==> src/rtl/mc14500_seq.sv <==
// mc14500_seq: program sequencer for the MC14500B industrial control unit.
//
// Fetches program words over a req/ack handshake and presents each opcode to
// the ICU for exactly two cycles (EXEC, NEXT) with run_o high. The sequencer
// owns the program counter and a LIFO return stack. An ICU JMP is treated as a
// call: the return address is pushed, then the branch is taken. An ICU RTN
// pops the stack.
//
// Optional build macro: MC14500_SEQ_HALT_ON_NOPF_EN
//   defined   : FLAG_F seen in NEXT halts the sequencer (IDLE, PC advanced),
//               which gives a software halt/breakpoint. start_i resumes.
//   undefined : flag_f_i is ignored; NOPF is an ordinary no-op.
//
// Ports:
//   clk, RST          clock; asynchronous active-high reset
//   start_i, stop_i   begin execution (IDLE only) / halt after current instr
//   mem_req_o, mem_addr_o, mem_rdata_i, mem_ack_i   program-memory handshake
//   inst_o, run_o     opcode and run enable to the ICU
//   io_addr_o         address field of the current word (I/O or branch target)
//   jmp_i, rtn_i, flag_f_i   ICU JMP / RTN / FLAG_F outputs
//   busy_o, pc_o, sp_o       status: not idle, program counter, stack occupancy
//   ovf_o, unf_o      sticky call-overflow / return-underflow flags
`timescale 1ns/1ps

module mc14500_seq #(
  parameter int ADDR_W      = 8,
  parameter int STACK_DEPTH = 4,
  parameter int SP_W        = 3
) (
  input  logic              clk,
  input  logic              RST,
  input  logic              start_i,
  input  logic              stop_i,
  output logic              mem_req_o,
  output logic [ADDR_W-1:0] mem_addr_o,
  input  logic [ADDR_W+3:0] mem_rdata_i,
  input  logic              mem_ack_i,
  output logic [3:0]        inst_o,
  output logic              run_o,
  output logic [ADDR_W-1:0] io_addr_o,
  input  logic              jmp_i,
  input  logic              rtn_i,
  input  logic              flag_f_i,
  output logic              busy_o,
  output logic [ADDR_W-1:0] pc_o,
  output logic [SP_W-1:0]   sp_o,
  output logic              ovf_o,
  output logic              unf_o
);

  typedef enum logic [1:0] {
    S_IDLE  = 2'd0,
    S_FETCH = 2'd1,
    S_EXEC  = 2'd2,
    S_NEXT  = 2'd3
  } state_t;

  state_t            state_q, state_d;
  logic [ADDR_W-1:0] pc_q, pc_d;
  logic [SP_W-1:0]   sp_q, sp_d;
  logic [ADDR_W+3:0] ir_q, ir_d;
  logic              ovf_q, ovf_d;
  logic              unf_q, unf_d;
  logic              mem_req_q, mem_req_d;
  logic              run_q, run_d;
  logic              busy_q, busy_d;
  logic [3:0]        inst_q, inst_d;

  // Return stack: entry i is written when a push happens with sp == i.
  logic [ADDR_W-1:0]      stack_q [STACK_DEPTH];
  logic [STACK_DEPTH-1:0] push_hit;
  logic                   push_en;
  logic [ADDR_W-1:0]      pc_inc;
  logic [ADDR_W-1:0]      pop_data;
  logic                   halt_req;

  assign pc_inc = pc_q + ADDR_W'(1);

`ifdef MC14500_SEQ_HALT_ON_NOPF_EN
  assign halt_req = flag_f_i;
`else
  logic unused_flag_f;
  assign unused_flag_f = flag_f_i;
  assign halt_req      = 1'b0;
`endif

  genvar gi;
  generate
    for (gi = 0; gi < STACK_DEPTH; gi++) begin : g_push_hit
      assign push_hit[gi] = push_en && (sp_q == SP_W'(gi));
    end
  endgenerate

  // Stack contents need no reset; only occupancy (sp) is architectural.
  always_ff @(posedge clk) begin
    for (int i = 0; i < STACK_DEPTH; i++) begin
      if (push_hit[i]) begin
        stack_q[i] <= pc_inc;
      end
    end
  end

  // Top-of-stack read: the entry just below the stack pointer.
  always_comb begin
    pop_data = '0;
    for (int i = 0; i < STACK_DEPTH; i++) begin
      if (sp_q == SP_W'(i + 1)) begin
        pop_data = stack_q[i];
      end
    end
  end

  always_comb begin
    state_d = state_q;
    pc_d    = pc_q;
    sp_d    = sp_q;
    ir_d    = ir_q;
    ovf_d   = ovf_q;
    unf_d   = unf_q;
    push_en = 1'b0;

    case (state_q)
      S_IDLE: begin
        if (start_i) begin
          state_d = S_FETCH;
          ovf_d   = 1'b0;
          unf_d   = 1'b0;
        end
      end
      S_FETCH: begin
        if (mem_ack_i) begin
          ir_d    = mem_rdata_i;
          state_d = S_EXEC;
        end
      end
      S_EXEC: begin
        state_d = S_NEXT;
      end
      S_NEXT: begin
        if (jmp_i) begin
          // A call with a full stack still branches; only the push is lost.
          if (sp_q < SP_W'(STACK_DEPTH)) begin
            push_en = 1'b1;
            sp_d    = sp_q + SP_W'(1);
          end else begin
            ovf_d = 1'b1;
          end
          pc_d = ir_q[ADDR_W-1:0];
        end else if (rtn_i) begin
          if (sp_q != '0) begin
            sp_d = sp_q - SP_W'(1);
            pc_d = pop_data;
          end else begin
            unf_d = 1'b1;
            pc_d  = '0;
          end
        end else begin
          pc_d = pc_inc;
        end
        state_d = (stop_i || halt_req) ? S_IDLE : S_FETCH;
      end
      default: begin
        state_d = S_IDLE;
      end
    endcase

    // Outputs are registered, decoded from the state being entered.
    mem_req_d = (state_d == S_FETCH);
    run_d     = (state_d == S_EXEC) || (state_d == S_NEXT);
    busy_d    = (state_d != S_IDLE);
    inst_d    = run_d ? ir_d[ADDR_W+3:ADDR_W] : 4'h0;
  end

  always_ff @(posedge clk or posedge RST) begin
    if (RST) begin
      state_q   <= S_IDLE;
      pc_q      <= '0;
      sp_q      <= '0;
      ir_q      <= '0;
      ovf_q     <= 1'b0;
      unf_q     <= 1'b0;
      mem_req_q <= 1'b0;
      run_q     <= 1'b0;
      busy_q    <= 1'b0;
      inst_q    <= 4'h0;
    end else begin
      state_q   <= state_d;
      pc_q      <= pc_d;
      sp_q      <= sp_d;
      ir_q      <= ir_d;
      ovf_q     <= ovf_d;
      unf_q     <= unf_d;
      mem_req_q <= mem_req_d;
      run_q     <= run_d;
      busy_q    <= busy_d;
      inst_q    <= inst_d;
    end
  end

  assign mem_req_o  = mem_req_q;
  assign mem_addr_o = pc_q;
  assign inst_o     = inst_q;
  assign run_o      = run_q;
  // The address field stays visible after the instruction completes.
  assign io_addr_o  = ir_q[ADDR_W-1:0];
  assign busy_o     = busy_q;
  assign pc_o       = pc_q;
  assign sp_o       = sp_q;
  assign ovf_o      = ovf_q;
  assign unf_o      = unf_q;

endmodule

==> config.mk <==
export PLATFORM = sky130hd
export DESIGN_NAME = mc14500_seq
export DESIGN_NICKNAME = d
export VERILOG_FILES = /design/src/rtl/mc14500_seq.sv
export SDC_FILE = /design/constraint.sdc
export NUM_CORES = 1
export LEC_CHECK = 0
export ABC_AREA = 1
export BUFFER_PORTS_ARGS = -buffer_cell sky130_fd_sc_hd__buf_2
export CAP_MARGIN = 20
export CORE_MARGIN = 2
export CORE_UTILIZATION = 25
export CTS_CLUSTER_SIZE = 24
export DETAILED_ROUTE_END_ITERATION = 10
export GPL_TIMING_DRIVEN = 1
export MAX_ROUTING_LAYER = met4
export PLACE_DENSITY_LB_ADDON = 0.05
export SLEW_MARGIN = 20
export SYNTH_ARGS = -nofsm -noshare
export SYNTH_HDL_FRONTEND = slang
export SYNTH_SLANG_ARGS = --single-unit
==> constraint.sdc <==
create_clock -name clk -period 2.1 [get_ports clk]
set_clock_uncertainty 0.2 [all_clocks]
set_input_delay 0.315 -clock clk [delete_from_list [all_inputs] [get_ports clk]]
set_output_delay 0.315 -clock clk [all_outputs]
set_load 0.02 [all_outputs]
[After elaboration in Yosys (flattened, before gate mapping)]
Memories as Yosys holds them, arrays and structs flattened.
Cells that the tools add are included.
Operators by class
  divide/modulo/power cells: 0
  add/sub/neg operators: 3
  multipliers: 0
  bitwise logic cells: 0
  reductions and logical operators: 19
  magnitude comparators: 1
  equal/unequal tests: 17
  shift-type cells: 0
  mux-type cells: 46
Operators with widths (number)
  two-way mux 8 bit: 10
  two-way mux 12 bit: 2
  OR reduction 8 bit: 3
  two-way mux 1 bit: 21
  two-way mux 3 bit: 4
  inequality test 2 bit, second input constant: 6
  two-way mux 2 bit: 5
  adder 8 x 1 -> 8 bit, second input constant: 1
  == test 2 bit, second input constant: 4
  one-hot mux 2 bit (4 select lines): 1
  AND reduction 4 bit: 2
  nonzero test 2 bit: 4
  == test 3 x 2 -> 1 bit, second input constant: 2
  AND reduction 5 bit: 1
  == test 2 x 1 -> 1 bit, second input constant: 2
  logical AND 1 bit: 4
  two-way mux 4 bit: 1
  one-hot mux 1 bit (2 select lines): 2
  adder 3 x 1 -> 3 bit, second input constant: 1
  == test 3 x 1 -> 1 bit, second input constant: 1
  == test 3 bit, second input constant: 1
  zero test 3 bit: 1
  < comparator 3 bit, second input constant: 1
  nonzero test 3 bit: 1
  other kinds (5): 5
Word-level totals
  output and inout port bits: 36
  latch bits: 0
  bits in registers: 34
  memories kept: 1
  ROM bits: 0
  input port bits: 20
  RAM bits: 32
Memories
  stack_q: depth 4, bits a word 8, rd ports 4, clocked after Yosys merged registers in 0, write ports 1, line 70  | logic [ADDR_W-1:0] stack_q [STACK_DEPTH];

[Longest topological paths before layout]
Gate-level depths: netlist of the first run.
  depth after elaboration: 11
  mapped depth: 10
  depth with buffers taken out: 10

[Worst setup path before layout of the first run]
Ideal clock, no wire load.
  path type: reg2reg
  start: register sp_q[2], in the netlist sp_o[2]
  end: memory stack_q[3][0] (enable)
  slack: -70 ps
  arrival time: 1599 ps
  data required time: 1530 ps
  cell stages (with the launch flop): 6
  cell sequence: dfrtp_1 -> inv_1 -> ha_1 -> inv_1 -> buf_1 -> nor2_1
On the way
  elaborated cells on any way between the ends: 29
RTL lines
  start: declaration: line 60  | logic [SP_W-1:0] sp_q, sp_d;
  start signal: assignment: line 189  | sp_q <= sp_d;
  < comparator 3 bit: line 142  | if (sp_q < SP_W'(STACK_DEPTH)) begin
  two-way mux 1 bit: line 142
  two-way mux 1 bit: line 140  | if (jmp_i) begin
  two-way mux 1 bit: line 122  | case (state_q)
  logical AND 1 bit (*): line 90  | assign push_hit[gi] = push_en && (sp_q == SP_W'(gi));
  named net push_hit[3]: line 71  | logic [STACK_DEPTH-1:0] push_hit;
  two-way mux 1 bit (*): line 97  | if (push_hit[i]) begin
  two-way mux 1 bit (not written as such) (*): line 98  | stack_q[i] <= pc_inc;
  OR reduction 8 bit (no source line)
  two-way mux 2 bit (no source line) or two-way mux 1 bit (tied branches)
  end: declaration: line 70
The timed path passes the listed nets; every way through them passes the cells marked *.

[Worst setup path after layout of the first run]
  start: register sp_q[0], in the netlist sp_o[0]
  end: memory stack_q[3][4] (enable)
Same word-level chain as after synthesis.

==> results of run 1 <==
-- power by group through the flow --
stage,clock network [mW],logic [mW],registers [mW]
finish,1.46,2.35,2.03
CTS,1.51,2.40,2.04
global placement,0,2.40,2.05
detailed placement,0,2.38,2.06
global route,1.57,2.67,2.08
floorplan,0,1.47,2.22
-- worst register-to-register path, cell delays in order (launching register included) --
cell and delay (ps):
dfrtp_1 430, ha_1 190, ha_1 190, inv_1 130, nor2_2 400
-- cells by family (layout without fill, tap and decap cells) --
logic type | after synthesis | in the layout
flops | 66 | 66
simple gates | 168 | 168
xor+xnor | 6 | 6
buf+inv | 63 | 137
fa+ha+maj | 7 | 7
compound gates | 27 | 27
-- layout make-up --
class                           instances  area, µm²  area share (%)
Clock buffer                           10        229            5.75
Clock inverter                          5       55.1            1.38
Inverter                               43        164            4.12
Multi-Input combinational cell        208       1020            25.6
Sequential cell                        66       1810            45.5
Tap cell                              168        210            5.28
Timing Repair Buffer                   79        493            12.4
-- per-layer routing --
metal	GRT usage, %	up-vias
met2	19.6	41
li1	-	1199
met4	4.52	0
met3	3.56	11
met5	-	-
met1	17.3	1063
-- state kept, by name (all words and copies together) (netlist names) --
name	cells
state_q	2
ir_q	12
unf_o	1
mem_req_o	1
sp_o	3
ovf_o	1
busy_o	1
stack_q	32
run_o	1
inst_o	4
mem_addr_o	8
-- worst max path at each step --
stage                    endpoint  slack (ps)  cells past startpoint
finish              stack_q[3][4]         220                      4
global route        mem_addr_o[4]          20                      9
CTS                 stack_q[3][6]         170                      4
detailed placement  stack_q[3][7]         170                      4
global placement    mem_addr_o[6]         180                      9
floorplan           stack_q[3][0]          70                      5
-- cell usage after synthesis (all sizes together) --
master / instances / area share [%]
nor2: 35 / 4.9
or2: 5 / 1.0
a21boi: 1 / 0.60
nand2: 100 / 12
xor2: 4 / 1.1
ha: 7 / 2.8
xnor2: 2 / 0.56
edfxtp: 32 / 31
inv: 43 / 5.2
o32ai: 1 / 0.28
nand3: 24 / 3.8
buf: 19 / 4.4
o21ai: 16 / 2.6
clkbuf: 1 / 0.12
a22oi: 4 / 0.96
nor3: 2 / 0.32
nand3b: 2 / 0.48
dfrtp: 34 / 27
a21oi: 5 / 0.80
-- through the flow --
step	hold slack, ps	power, mW	utilization, %	worst slack (ps)
3_5_place_dp	249	4.44	29.8	172
2_1_floorplan	225	3.69	-	67.7
6_report	21.0	5.84	32.9	217
4_1_cts	13.2	5.95	32.9	165
5_1_grt	37.8	6.33	32.9	18.1
3_3_place_gp	246	4.45	29.8	181
-- what timing repair did --
item                                   4_1_cts  5_1_grt
setup buffers                                0        0
endpoints found under the hold margin       42        0
hold buffers                                 9        0
==> impl_metrics.ini, run 1 <==
[floorplan]
num_rows = 40
io_pins = 56
die_y_um = 116
die-area_um2 = 13400
chipWidth_um = 116
core-area_um2 = 12100
initial_core_util_pct = 25.9

[critical_path]
critPathMaxStageDelay_ps = 430
worstPathCellList = ha_1 > ha_1 > inv_1 > nor2_2
rr_endpoint = stack_q[3][4]
rr_startpoint = sp_o[0]
cpMostUsedCell = ha_1
crit_fanout = 8
crit_type = reg2reg
cpMaxStageDelayCell = dfrtp_1
cp.arrival_ps = 1660
r2r_cells = 4
cpLargestDelayFamily = flip-flops
crit_path_start = sp_o[0]
end_kind = register
worst-r2r-setup-slack_ps = 220
required_ps = 1870
critPathLaunchType = register
crit_buf_inv = 1

[power]
swShare_pct = 39.9
clkPwrFrac_pct = 25.0
p_int_mw = 3.51
combPwrFrac_pct = 40.3
vdd_drop_max_mv = 0.527
p_leak_nw = 1.92
p_switching_mw = 2.33
powerDensity_nw_per_um2 = 1470
power_frac_seq_pct = 34.7

[final_layout]
layout.cells.non_filler = 579
nNetsFinal = 434
final_area_um2 = 3980
antenna-diode-count = 0
final_cell_mix = nand2_1 (98), buf_2 (54), inv_1 (41), dfrtp_1 (34), edfxtp_1 (32)
layout_commonest_cell = nand2_1
fillers = 1279
area_growth_syn_to_layout_pct = 27.1
drive_above_1_share_pct = 23.4

[clock_tree]
cts_buffers = 9
insertion_delay_ps = 330
htree_levels = 3
clockBufferDepth = 2
tritoncts_num_sinks = 66
path_clk_slew_ps = 50
cts.repair.resized = 0
root_buffer = clkbuf_16
cts_tree = built

[sta]
tns_ps = 0
rsz0062_at_grt = no
setup_violations = 0
layout_min_cycle_time_ps = 1880
max_freq_ghz = 0.531
slew_viol_final = 0
tightest_slew_ps = 451
slew_headroom_pct = 69.8
fin_crit_sh_pct = 89.7
final-hold-violation-count = 0

[drt]
vias = 2314
routed_wl_um = 7700
dr.pass1.iters = 4
routed.top_layer = met4
met3_length_um = 290
wl_met1_um = 3850
viasPerCell = 4.00
wl_met2_um = 3460
drc = 0
wl_per_cell_um = 13.3
antenna_left = 0
drtIter0Drc = 114

[logic_synthesis]
syn_area_um2 = 3130
ys_warn_count = 0
synth.area.mux_share_pct = 0
synthXorXnorAreaFrac_pct = 1.68
yosysUniqueCellTypes = 29
synth.avg_cell_area_um2 = 9.30
yosys.area_share.simple_pct = 22.8
synth_seq_area_share_pct = 57.8
synth_top_family_by_area = simple AND/OR/NAND/NOR gates
synth_fa_ha_area_share_pct = 2.80
synth_compound_area_share_pct = 5.19
synth_cells = 337
ys_seq_elements = 66
syn_nets = 364

[min_path]
worstHoldStart = mem_rdata_i[10]
hold_depth = 3
whs_endpoint = ir_q[10]
hp-class = in2reg

[run]
max_cap_viol_count = 0

[run_status]
status = completed

[place]
place_area_um2 = 3610
place.gp.congestion = 0.741
dp_cells = 555
dp_hpwl_um = 5740
io_buffers = 54

[grt]
grt_pass1_wl_um = 12800
grt.total_usage_pct = 13.1
antenna_found_initial = 0
overflow = 0
grt_pass1_vias = 2427
grt_max_degree = 35
No activity file was read; power rests on OpenSTA's default activity.
==> run 2, diff against run 1 <==
- CELL_PAD_IN_SITES_DETAIL_PLACEMENT: unset -> 2
- CELL_PAD_IN_SITES_GLOBAL_PLACEMENT: unset -> 2
- CTS_CLUSTER_DIAMETER: unset -> 30
==> impl_metrics.ini, run 2 (same netlist as run 1, synthesis figures left out) <==
[run_status]
status = completed

[power]
combPwrFrac_pct = 40.3
powerDensity_nw_per_um2 = 1500
p_leak_nw = 1.95
power_frac_seq_pct = 33.2
clkPwrFrac_pct = 26.5
vdd_drop_max_mv = 0.468
swShare_pct = 39.8
p_switching_mw = 2.41
p_int_mw = 3.66

[drt]
viasPerCell = 4.24
dr.pass1.iters = 4
antenna_left = 0
drc = 0
drtIter0Drc = 68
wl_per_cell_um = 15.3
vias = 2469
routed_wl_um = 8890

[grt]
grt.total_usage_pct = 15.3
grt_max_degree = 35
grt_pass1_wl_um = 14700
grt_pass1_vias = 2684
overflow = 0
antenna_found_initial = 0

[final_layout]
layout.cells.non_filler = 582
fillers = 1355
top_register = stack_q
drive_above_1_share_pct = 23.9
antenna-diode-count = 0
largest_register_ffs = 32
area_growth_syn_to_layout_pct = 29.0
final_util_pct = 33.4
nNetsFinal = 436
final_cell_mix = nand2_1 (98), buf_2 (54), inv_1 (41), dfrtp_1 (34), edfxtp_1 (32)
layout_commonest_cell = nand2_1

[floorplan]
initial_core_util_pct = 25.9
die_y_um = 116
num_rows = 40
io_pins = 56
chipWidth_um = 116
core-area_um2 = 12100
die-area_um2 = 13400

[sta]
slew_viol_final = 0
slew_headroom_pct = 68.1
max_freq_ghz = 0.518
setup_violations = 0
tns_ps = 0
final-hold-violation-count = 0
rsz0062_at_grt = no
tightest_slew_ps = 479
layout_min_cycle_time_ps = 1930
fin_crit_sh_pct = 91.8
fin_ws_ps = 171

[critical_path]
cp.arrival_ps = 1950
r2r_cells = 9
crit_type = reg2reg
worst-r2r-setup-slack_ps = 170
end_kind = register
required_ps = 2120
critPathLaunchType = register
rr_endpoint = mem_addr_o[3]
rr_startpoint = sp_o[0]
crit_fanout = 8

[min_path]
hp-class = in2reg
whs_endpoint = ir_q[10]
worstHoldStart = mem_rdata_i[10]
hold_depth = 3

[clock_tree]
cts_tree = built
root_buffer = clkbuf_16
insertion_delay_ps = 340
clockBufferDepth = 2
htree_levels = 3
path_clk_slew_ps = 60
cts_buffers = 9
tritoncts_num_sinks = 66

[run]
max_cap_viol_count = 0

[place]
dp_hpwl_um = 6760
dpl_worst_slack_ps = 134
place.gp.congestion = 0.680
io_buffers = 54
dp_cells = 557
==> run 2: area by class of cell <==
| class | instances | area [µm²] | share of cell area [%] |
|---|---|---|---|
| tap | 168 | 210 | 5.20 |
| timing repair buffer | 81 | 520 | 12.9 |
| inverter | 43 | 164 | 4.06 |
| sequential | 66 | 1810 | 44.8 |
| clock inverter | 5 | 78.8 | 1.95 |
| multi-input combinational | 208 | 1020 | 25.3 |
| clock buffer | 11 | 233 | 5.76 |
==> run 2: critical path, cell delays in order (launching register included) <==
cell	delay, ps
dfrtp_1	440
ha_1	230
ha_1	200
inv_1	250
buf_12	160
nand3_1	100
nand2_1	80
nand2_1	50
nand2_1	60
nand2_1	50
==> run 2: per-stage QoR <==
stage / power (mW) / hold slack [ps] / cell area, µm²
CTS: 6.22 / 5.16 / 4040
global route: 6.59 / 23.4 / 4040
detailed placement: 4.54 / 272 / 3640
floorplan: 3.69 / 225 / 3140
global placement: 4.46 / 251 / 3640
finish: 6.07 / 14.4 / 4040
==> run 2: how the worst max path moves through the flow <==
stage               startpoint            end  slack (ps)  cells past startpoint
finish                 sp_o[0]  mem_addr_o[3]         170                      9
global route           sp_o[0]  mem_addr_o[6]         0.4                      9
CTS                    sp_o[0]  mem_addr_o[3]         120                      9
detailed placement     sp_o[0]  mem_addr_o[3]         130                      9
global placement       sp_o[0]  mem_addr_o[3]         160                      9
floorplan              sp_o[2]  stack_q[3][0]          70                      5
==> run 2: power by group through the flow <==
stage	logic (mW)	registers [mW]	clock network, mW
final	2.45	2.01	1.61
after global routing	2.79	2.08	1.72
after CTS	2.53	2.03	1.66
after detailed placement	2.49	2.05	0
after global placement	2.44	2.03	0
after floorplan	1.47	2.22	0
==> run 2: repair_timing <==
action | 4_1_cts | 5_1_grt
setup endpoints to repair | 0 | 3
gates resized for setup | 0 | 1
hold endpoints to repair | 42 | 0
hold buffers | 9 | 0
setup buffers | 0 | 0
==> run 2: layer usage <==
layer  wire [µm]  global-route usage [%]  vias up
met3         236                    3.61        9
li1            -                       -     1206
met2        4280                    23.2       37
met1        4300                    19.9     1217
met5           0                       -        -
met4          78                    5.71        0
